### config.mk
export PLATFORM = sky130hd
export DESIGN_NAME = phy_rx_lane_aligner_flat
export DESIGN_NICKNAME = d
export VERILOG_FILES = /design/src/rtl/phy_pkg.sv /design/src/rtl/phy_rx_lane_aligner_if.sv /design/src/rtl/phy_comma_sync.sv /design/src/rtl/phy_rx_lane_aligner.sv /design/src/flat_wrapper.sv
export SDC_FILE = /design/constraint.sdc
export NUM_CORES = 1
export LEC_CHECK = 0
export ABC_AREA = 1
export BUFFER_PORTS_ARGS = -buffer_cell sky130_fd_sc_hd__clkbuf_2
export CORE_MARGIN = 4
export CORE_UTILIZATION = 57
export CTS_CLUSTER_DIAMETER = 60
export DETAILED_ROUTE_END_ITERATION = 7
export GPL_ROUTABILITY_DRIVEN = 0
export PLACE_DENSITY_LB_ADDON = 0.12
export SYNTH_ARGS = -nofsm -noshare
export SYNTH_HDL_FRONTEND = slang
export SYNTH_SLANG_ARGS = --single-unit
### constraint.sdc
create_clock -name clk_32f -period 2.4 [get_ports clk_32f]
set_clock_uncertainty 0.1 [all_clocks]
set_input_delay 0.6 -clock clk_32f [delete_from_list [all_inputs] [get_ports clk_32f]]
set_output_delay 0.6 -clock clk_32f [all_outputs]
set_load 0.03 [all_outputs]
### src/rtl/phy_pkg.sv
// rtl/phy_pkg.sv - shared state encoding, symbol defaults and width helper for the PHY receive path
package phy_pkg;

  typedef logic [1:0] state_t;

  localparam state_t ST_HUNT   = 2'd0;
  localparam state_t ST_COUNT  = 2'd1;
  localparam state_t ST_LOCKED = 2'd2;

  localparam logic [7:0] COMMA_DEFAULT = 8'hBC;
  localparam logic [7:0] IDLE_DEFAULT  = 8'h7C;

  // Counter width for a parameter value: $clog2, but never narrower than one bit
  function automatic int cnt_w(input int v);
    return (v <= 2) ? 1 : $clog2(v);
  endfunction

endpackage

### src/rtl/phy_rx_lane_aligner_if.sv
// rtl/phy_rx_lane_aligner_if.sv - serial input and lane outputs of the receive aligner
interface phy_rx_lane_aligner_if #(
  parameter int DATA_W  = 8,
  parameter int N_LANES = 4
);

  logic                        serial_in;
  logic [N_LANES*DATA_W-1:0]   data_out;
  logic [N_LANES-1:0]          valid_out;
  logic                        word_stb;
  logic                        active;

  modport master (
    input  serial_in,
    output data_out, valid_out, word_stb, active
  );

  modport slave (
    output serial_in,
    input  data_out, valid_out, word_stb, active
  );

endinterface

### src/rtl/phy_comma_sync.sv
// rtl/phy_comma_sync.sv - comma hunt, word framing and lock / loss-of-sync state machine
module phy_comma_sync
  import phy_pkg::*;
#(
  parameter int                DATA_W     = 8,
  parameter int                SYNC_COUNT = 4,
  parameter int                MAX_GAP    = 64,
  parameter logic [DATA_W-1:0] COMMA      = COMMA_DEFAULT
) (
  input  logic              clk_32f,
  input  logic              reset,
  input  logic              serial_in,
  output logic [DATA_W-1:0] word,
  output logic              word_boundary,
  output logic              locked,
  output logic              gap_expired
);

  localparam int BW = cnt_w(DATA_W);
  localparam int CW = cnt_w(SYNC_COUNT);
  localparam int GW = cnt_w(MAX_GAP);

  localparam logic [BW-1:0] BIT_LAST   = BW'(DATA_W - 1);
  localparam logic [CW-1:0] COMMA_LAST = CW'(SYNC_COUNT - 1);
  localparam logic [GW-1:0] GAP_LAST   = GW'(MAX_GAP - 1);

  state_t            state_q, state_d;
  logic [DATA_W-1:0] sr_q, sr_d;
  logic [BW-1:0]     bit_cnt_q, bit_cnt_d;
  logic [CW-1:0]     comma_cnt_q, comma_cnt_d;
  logic [GW-1:0]     gap_cnt_q, gap_cnt_d;
  logic              is_comma;

  // Shift in the next bit, frame words and run the hunt/count/locked transitions
  always_comb begin
    sr_d          = {sr_q[DATA_W-2:0], serial_in};
    word          = sr_d;
    is_comma      = (sr_d == COMMA);
    word_boundary = (state_q != ST_HUNT) && (bit_cnt_q == BIT_LAST);
    locked        = (state_q == ST_LOCKED);
    gap_expired   = (MAX_GAP != 0) && locked && word_boundary && !is_comma
                    && (gap_cnt_q == GAP_LAST);

    state_d     = state_q;
    bit_cnt_d   = (bit_cnt_q == BIT_LAST) ? '0 : bit_cnt_q + BW'(1);
    comma_cnt_d = comma_cnt_q;
    gap_cnt_d   = gap_cnt_q;

    case (state_q)
      ST_HUNT: begin
        bit_cnt_d = '0;
        gap_cnt_d = '0;
        if (is_comma) begin
          comma_cnt_d = CW'(1);
          state_d     = (SYNC_COUNT == 1) ? ST_LOCKED : ST_COUNT;
        end
      end
      ST_COUNT: begin
        gap_cnt_d = '0;
        if (word_boundary) begin
          if (!is_comma) begin
            state_d     = ST_HUNT;
            comma_cnt_d = '0;
          end else if (comma_cnt_q == COMMA_LAST) begin
            state_d = ST_LOCKED;
          end else begin
            comma_cnt_d = comma_cnt_q + CW'(1);
          end
        end
      end
      ST_LOCKED: begin
        if (word_boundary) begin
          // A comma always wins, even on the boundary where the gap would expire
          if (is_comma) begin
            gap_cnt_d = '0;
          end else if (gap_expired) begin
            state_d     = ST_HUNT;
            gap_cnt_d   = '0;
            comma_cnt_d = '0;
          end else begin
            gap_cnt_d = gap_cnt_q + GW'(1);
          end
        end
      end
      default: begin
        state_d = ST_HUNT;
      end
    endcase
  end

  // State and counter registers with synchronous reset
  always_ff @(posedge clk_32f) begin
    if (reset) begin
      state_q     <= ST_HUNT;
      sr_q        <= '0;
      bit_cnt_q   <= '0;
      comma_cnt_q <= '0;
      gap_cnt_q   <= '0;
    end else begin
      state_q     <= state_d;
      sr_q        <= sr_d;
      bit_cnt_q   <= bit_cnt_d;
      comma_cnt_q <= comma_cnt_d;
      gap_cnt_q   <= gap_cnt_d;
    end
  end

endmodule

### src/rtl/phy_rx_lane_aligner.sv
// rtl/phy_rx_lane_aligner.sv - receive aligner top: round-robin lane demux and registered lane outputs
module phy_rx_lane_aligner
  import phy_pkg::*;
#(
  parameter int                DATA_W     = 8,
  parameter int                N_LANES    = 4,
  parameter logic [DATA_W-1:0] COMMA      = COMMA_DEFAULT,
  parameter logic [DATA_W-1:0] IDLE       = IDLE_DEFAULT,
  parameter int                SYNC_COUNT = 4,
  parameter int                MAX_GAP    = 64
) (
  input  logic                  clk_32f,
  input  logic                  reset,
  phy_rx_lane_aligner_if.master rx
);

  localparam int            LW       = cnt_w(N_LANES);
  localparam logic [LW-1:0] LANE_LAST = LW'(N_LANES - 1);

  logic [DATA_W-1:0]         word;
  logic                      word_boundary;
  logic                      locked;
  logic                      gap_expired;

  logic [N_LANES*DATA_W-1:0] data_q, data_d;
  logic [N_LANES-1:0]        valid_q, valid_d;
  logic [LW-1:0]             lane_ptr_q, lane_ptr_d;
  logic                      word_stb_q, word_stb_d;

  phy_comma_sync #(
    .DATA_W     (DATA_W),
    .SYNC_COUNT (SYNC_COUNT),
    .MAX_GAP    (MAX_GAP),
    .COMMA      (COMMA)
  ) u_sync (
    .clk_32f       (clk_32f),
    .reset         (reset),
    .serial_in     (rx.serial_in),
    .word          (word),
    .word_boundary (word_boundary),
    .locked        (locked),
    .gap_expired   (gap_expired)
  );

  // Steer each locked word to the current lane; commas realign, idles clear that lane's valid
  always_comb begin
    data_d     = data_q;
    valid_d    = valid_q;
    lane_ptr_d = lane_ptr_q;
    word_stb_d = word_boundary && locked;

    if (!locked) begin
      lane_ptr_d = '0;
    end else if (word_boundary) begin
      if (word == COMMA) begin
        lane_ptr_d = '0;
      end else begin
        if (gap_expired) begin
          valid_d = '0;
        end else if (word == IDLE) begin
          valid_d[lane_ptr_q] = 1'b0;
        end else begin
          data_d[int'(lane_ptr_q)*DATA_W +: DATA_W] = word;
          valid_d[lane_ptr_q] = 1'b1;
        end
        lane_ptr_d = (lane_ptr_q == LANE_LAST) ? '0 : lane_ptr_q + LW'(1);
      end
    end
  end

  // Output and lane pointer registers with synchronous reset
  always_ff @(posedge clk_32f) begin
    if (reset) begin
      data_q     <= '0;
      valid_q    <= '0;
      lane_ptr_q <= '0;
      word_stb_q <= 1'b0;
    end else begin
      data_q     <= data_d;
      valid_q    <= valid_d;
      lane_ptr_q <= lane_ptr_d;
      word_stb_q <= word_stb_d;
    end
  end

  assign rx.data_out  = data_q;
  assign rx.valid_out = valid_q;
  assign rx.word_stb  = word_stb_q;
  assign rx.active    = locked;

endmodule
### src/flat_wrapper.sv
// flat-port wrapper written by rule: the top's interface ports become plain ports
module phy_rx_lane_aligner_flat import phy_pkg::*;
#(
  parameter int                DATA_W     = 8,
  parameter int                N_LANES    = 4,
  parameter logic [DATA_W-1:0] COMMA      = COMMA_DEFAULT,
  parameter logic [DATA_W-1:0] IDLE       = IDLE_DEFAULT,
  parameter int                SYNC_COUNT = 4,
  parameter int                MAX_GAP    = 64
)
  (clk_32f, reset, rx_serial_in, rx_data_out, rx_valid_out, rx_word_stb, rx_active);
  phy_rx_lane_aligner_if #(.DATA_W(DATA_W), .N_LANES(N_LANES)) rx_i ();
  input  logic clk_32f;
  input  logic reset;
  input wire logic [$bits(rx_i.serial_in)-1:0] rx_serial_in;
  output wire logic [$bits(rx_i.data_out)-1:0] rx_data_out;
  output wire logic [$bits(rx_i.valid_out)-1:0] rx_valid_out;
  output wire logic [$bits(rx_i.word_stb)-1:0] rx_word_stb;
  output wire logic [$bits(rx_i.active)-1:0] rx_active;
  assign rx_i.serial_in = rx_serial_in;
  assign rx_data_out = rx_i.data_out;
  assign rx_valid_out = rx_i.valid_out;
  assign rx_word_stb = rx_i.word_stb;
  assign rx_active = rx_i.active;
  phy_rx_lane_aligner #(.DATA_W(DATA_W), .N_LANES(N_LANES), .COMMA(COMMA), .IDLE(IDLE), .SYNC_COUNT(SYNC_COUNT), .MAX_GAP(MAX_GAP)) u_core (.clk_32f(clk_32f), .reset(reset), .rx(rx_i));
endmodule
* Yosys cells after proc, flatten, opt, wreduce, memory -nomap -nowiden
Index checks and enable logic that the tools add are counted.
Operators by class: add/sub/neg operators 5, shift operators 2, reduce and logical (&&, ||, !) cells 18, equal/unequal tests 15, muxes and demuxes 23, bitwise logic cells 7, order comparisons 2
Operators with widths (number):
- $neg 5->33 | 1
- $shift 8x33->32 const A | 1
- $shiftx 8x33->32 | 1
- $bwmux 32 | 1
- $mux 2 | 12
- $mux 6 | 3
- $pmux 2 s3 | 2
- $pmux 6 s2 | 1
- $eq 8x7->1 const B | 1
- $eq 8x8->1 const B | 1
- $mux 4 | 2
- $reduce_and 7->1 | 1
- $add 6x1->6 const B | 1
- $eq 2x2->1 const B | 3
- $eq 6x6->1 const B | 1
- $ne 2x2->1 const B | 3
- $ne 3x3->1 const B | 2
- $reduce_and 6->1 | 1
- $logic_and 1x1->1 | 5
- $reduce_and 5->1 | 1
- $add 2x1->2 const B | 2
- $and 4x4->4 | 1
- $ne 2x1->1 const B | 2
- $not 1->1 | 4
- 17 further kinds | 19
Storage, ports and cells: input port bits 3, flip-flop bits (word level) 59, word-level logic and storage cells 81, output and inout port bits 38

* Logic depth before layout (Yosys ltp)
word-level depth 9, depth in mapped cells 12, depth with buffers taken out 11

* By module
Synthesis repeated with hierarchy kept, for this count alone.
Second synthesis, totals: cell total of the unflattened synthesis 439, area, all modules 3139.3 um2
Modules (own cells, without submodules):
- phy_rx_lane_aligner | seq. area each 780.7 um2, instances 1, area each 2063.2 um2, cells each 288
- phy_comma_sync | seq. area each 400.4 um2, instances 1, area each 1076.0 um2, cells each 151

* Worst setup path after synthesis
OpenSTA, ideal clock, no wires.
path kind register to register, from register u_core.lane_ptr_q[0], to register u_core.data_q[2], in the netlist u_core.rx.data_out[2], path slack 483 ps, buffers on the path 2, clock period less this slack 1917 ps, library setup time 116 ps, required time 2184 ps, arrival 1701 ps, cell stages (with the launch flop) 10, cell sequence dfxtp_1 buf_2 inv_1 ha_1 clkbuf_1 nor2_1 inv_1 nor3_1 o21ai_0 nor2_1
Between the ends: longest elaborated chain between the ends 3, elaborated cells on any way between the ends 4, classes of those cells 1 x add/sub; 2 x shift; 1 x mux
RTL lines:
- start, declared | RTL line phy_rx_lane_aligner.sv:27 | logic [LW-1:0] lane_ptr_q, lane_ptr_d;
- start signal, assigned | RTL line phy_rx_lane_aligner.sv:81 | lane_ptr_q <= lane_ptr_d;
- $neg 5->33 (*) | RTL line phy_rx_lane_aligner.sv:63 | data_d[int'(lane_ptr_q)*DATA_W +: DATA_W] = word;
- $shiftx 8x33->32 / $shift 8x33->32 (equally long branches) | RTL line phy_rx_lane_aligner.sv:63
- $bwmux 32 (*) | RTL line phy_rx_lane_aligner.sv:63
- end signal, assigned | RTL line phy_rx_lane_aligner.sv:79 | data_q <= data_d;
- end, declared | RTL line phy_rx_lane_aligner.sv:25 | logic [N_LANES*DATA_W-1:0] data_q, data_d;
Every way passes the cells marked *; elsewhere a longest branch is shown, timed or not. A chain may end at the register's enable or synchronous reset.

* Worst setup path in the final report
from register u_core.u_sync.state_q[0], to register u_core.data_q[17], in the netlist u_core.rx.data_out[17]
Between the ends: longest elaborated chain between the ends 7, elaborated cells on any way between the ends 8, classes of those cells 1 x eq/ne; 1 x bitwise; 6 x reduce/logical
RTL lines:
- start, declared | RTL line phy_comma_sync.sv:27 | state_t state_q, state_d;
- start signal, assigned | RTL line phy_comma_sync.sv:100 | state_q <= state_d;
- $reduce_bool 2->1 | RTL line phy_comma_sync.sv:39 | word_boundary = (state_q != ST_HUNT) && (bit_cnt_q == BIT_LAST);
- $logic_and 1x1->1 | RTL line phy_comma_sync.sv:39
- $logic_and 1x1->1 (2 in series) | RTL line phy_comma_sync.sv:41 | gap_expired = (MAX_GAP != 0) && locked && word_boundary && !is_comma
- $logic_and 1x1->1 | RTL line phy_comma_sync.sv:42 | && (gap_cnt_q == GAP_LAST);
- $not 1->1 (no source line)
- $reduce_and 5->1 (no source line) (*)
Marked as above.

==> metrics <==
# rows 25; multi-input logic area approximately 1400 um2; Peak Freq ~470 MHz; Hold WS about 0.32 ns; Synthesis Warnings 0; commonest non-fill, non-tap cell in the layout nor2_1; max cap viols 0; crit path capture type register; post-synthesis register bit count 59; slowest CP cell dfxtp_1; Mapped Avg Cell Area 7.25 um2; synthesized cell area 2840 um2; Max VDD drop about 0.5 mV; H-tree levels 3; worst slew pin tran 0.484 ns; die outline width ~79 um; commonest non-fill, non-tap cells in the layout nor2_1 (100), dfxtp_1 (59), nand2_1 (46); CP peak stage delay about 0.37 ns; drt total wl a little under 6000 um; synth top area cells dfxtp_1 (42%), nor2_1 (13%), ha_1 (6.2%); Area Overhead vs Synth 14.6%; Yosys top cell area share 0.416; CTS tree yes; largest net degree at the start of global routing 25; later-pin clock latency in the skew report 0.34 ns; WL per Instance 11.7 um; R2R depth 11; unrepaired setup endpoints after global routing no; First-pass DRT Iterations 4; Post-DRT Antenna Nets 0; setup slack after layout 0.278 ns; clk buf depth 2; Pleak between 1 and 1.5 nW; DP HPWL between 4000 and 5000 um; PD cells 689 nW/um2; clk slew on worst S/H paths roughly 0.07 ns; Arr. time, crit path 2.30 ns; slew margin rel. 0.677; clk sinks 59; ratio of cells with drive above 1 in the final layout 0.186; Ports slightly above 40; cell area after layout 3250 um2; Unique masters post-synth 33; Fill cells 430; first-pass GRT wire length about 10000 um; Initial Util 0.593; EDFF count, synth 0; Setup Viol. Count Final 0; Vias/cell around 4.9; synthesized net count approximately 410; Hold Path Class reg2reg; post-synth top area cell dfxtp_1; via count about 2500; Hold Path Depth 1; CP Data Required Time about 2.6 ns; Tcrit/Tclk final 0.884; met2 WL 2630 um; CTS root buf clkbuf_8; ys flop type dfxtp_1; crit path from u_core.u_sync.state_q[0]$_SDFFE_PP0P_; Syn Inst Count about 400; Port-buffer cells 40; final hold violations 0; setup bufs post-CTS 0; # diodes 0; post-synthesis sequential area ratio 0.416; setup TNS 0 ns; placed inst area 3080 um2; WS Path Type reg2reg; flop-to-flop setup slack ~0.28 ns; die height just under 80 um; cts repair resizes 0; total die area approximately 6200 um2; vias in the first global route 2237; global-route congestion overflow total 0; CP startpoint kind register; uppermost routed layer met4; Hold-fix buffers, CTS 0; status finished, final reports clean; largest fanout on the critical path 11; core area 4790 um2; power after layout 0.00224 W; reg2reg end u_core.rx.data_out[17]$_SDFFE_PP0P_; Tmin final between 2 and 2.5 ns; cells along the critical path inv_1 > ha_1 > inv_2 > nand2_2 > nor2_4 > nand2_4 > nor2_8 > nand3_2 > inv_1 > nor2_1 > nor2_1; Seq. cell area roughly 1200 um2; drt initial violations 113; r2r startpoint u_core.u_sync.state_q[0]$_SDFFE_PP0P_; wl on met1 approximately 2900 um; DRC 0; Place WS around 0.27 ns; Slew Limit Fails 0; Nets between 400 and 500; Post-synth ARST share 0; CTS buffer count 9; initial antenna violation count 0; Critical Path End u_core.rx.data_out[17]$_SDFFE_PP0P_; GRT Overall Usage 0.206; met3 routed WL 293 um
how the worst min path moves through the flow:
stage / start / to / slack (ns)
6_report: u_core.u_sync.bit_cnt_q[0]$_SDFF_PP0_ / u_core.u_sync.bit_cnt_q[0]$_SDFF_PP0_ / 0.32
5_1_grt: u_core.u_sync.bit_cnt_q[0]$_SDFF_PP0_ / u_core.u_sync.bit_cnt_q[0]$_SDFF_PP0_ / 0.34
4_1_cts: u_core.u_sync.bit_cnt_q[0]$_SDFF_PP0_ / u_core.u_sync.bit_cnt_q[0]$_SDFF_PP0_ / 0.33
3_5_place_dp: u_core.u_sync.bit_cnt_q[0]$_SDFF_PP0_ / u_core.u_sync.bit_cnt_q[0]$_SDFF_PP0_ / 0.32
3_3_place_gp: u_core.u_sync.bit_cnt_q[0]$_SDFF_PP0_ / u_core.u_sync.bit_cnt_q[0]$_SDFF_PP0_ / 0.31
2_1_floorplan: u_core.u_sync.bit_cnt_q[0]$_SDFF_PP0_ / u_core.u_sync.bit_cnt_q[0]$_SDFF_PP0_ / 0.30
Yosys cell counts (2+ instances only):
cell / number
nor2_1: 100
dfxtp_1: 59
nand2_1: 46
inv_1: 42
nor3_1: 33
o21ai_0: 18
ha_1: 14
a21oi_1: 11
nand3_1: 11
o21ai_1: 8
inv_2: 7
clkbuf_1: 4
nand2_2: 4
buf_6: 3
nand3_4: 3
nand4_1: 3
a22oi_1: 2
buf_2: 2
buf_4: 2
clkinv_1: 2
nand2_4: 2
nor2_2: 2
o21bai_1: 2
o31ai_1: 2
power by group:
part / leakage, nW / internal, W / total (W) / switching [W]
sequential: 0.476 / 0.00102 / 0.00105 / 0.0000310
clock: 0.0839 / 0.000390 / 0.000772 / 0.000381
combinational: 0.923 / 0.000146 / 0.000417 / 0.000272
total: 1.48 / 0.00156 / 0.00224 / 0.000684
stage by stage:
step	cells	utilization
after floorplan	391	-
after global placement	492	0.644
after detailed placement	492	0.644
after CTS	507	0.679
after global routing	507	0.679
final	507	0.679
flip-flops by register name, indices dropped and copies added, names as in the netlist:
register,cells
u_core.rx.data_out,32
u_core.u_sync.sr_q,7
u_core.u_sync.gap_cnt_q,6
u_core.rx.valid_out,4
u_core.u_sync.bit_cnt_q,3
u_core.lane_ptr_q,2
u_core.u_sync.comma_cnt_q,2
u_core.u_sync.state_q,2
u_core.rx.word_stb,1
critical path: cells and delay by family, from the launching register on:
family                   cells  cell delay (ns)
AND/OR/NAND/NOR              7             0.94
buffers and inverters        3             0.38
flip-flops                   1             0.37
adder cells (fa/ha/maj)      1             0.26
cell type report:
class / instances / share of cell area
Multi-Input combinational cell: 270 / 0.427
Sequential cell: 59 / 0.363
Timing Repair Buffer: 45 / 0.0731
Inverter: 51 / 0.0589
Clock buffer: 10 / 0.0423
Tap cell: 67 / 0.0258
Clock inverter: 5 / 0.00923
logic make-up after synthesis:
family / share of synthesized area
flip-flops: 0.416
AO/OA/AOI/OAI: 0.0940
AND/OR/NAND/NOR: 0.334
buffers and inverters: 0.0935
adder cells (fa/ha/maj): 0.0618
metal layers:
metal | track usage | up-vias
li1 | - | 1328
met1 | 0.273 | 1085
met2 | 0.323 | 60
met3 | 0.0401 | 11
met4 | 0.0944 | 0
met5 | 0 | -
No activity file was read; power rests on OpenSTA's default activity.
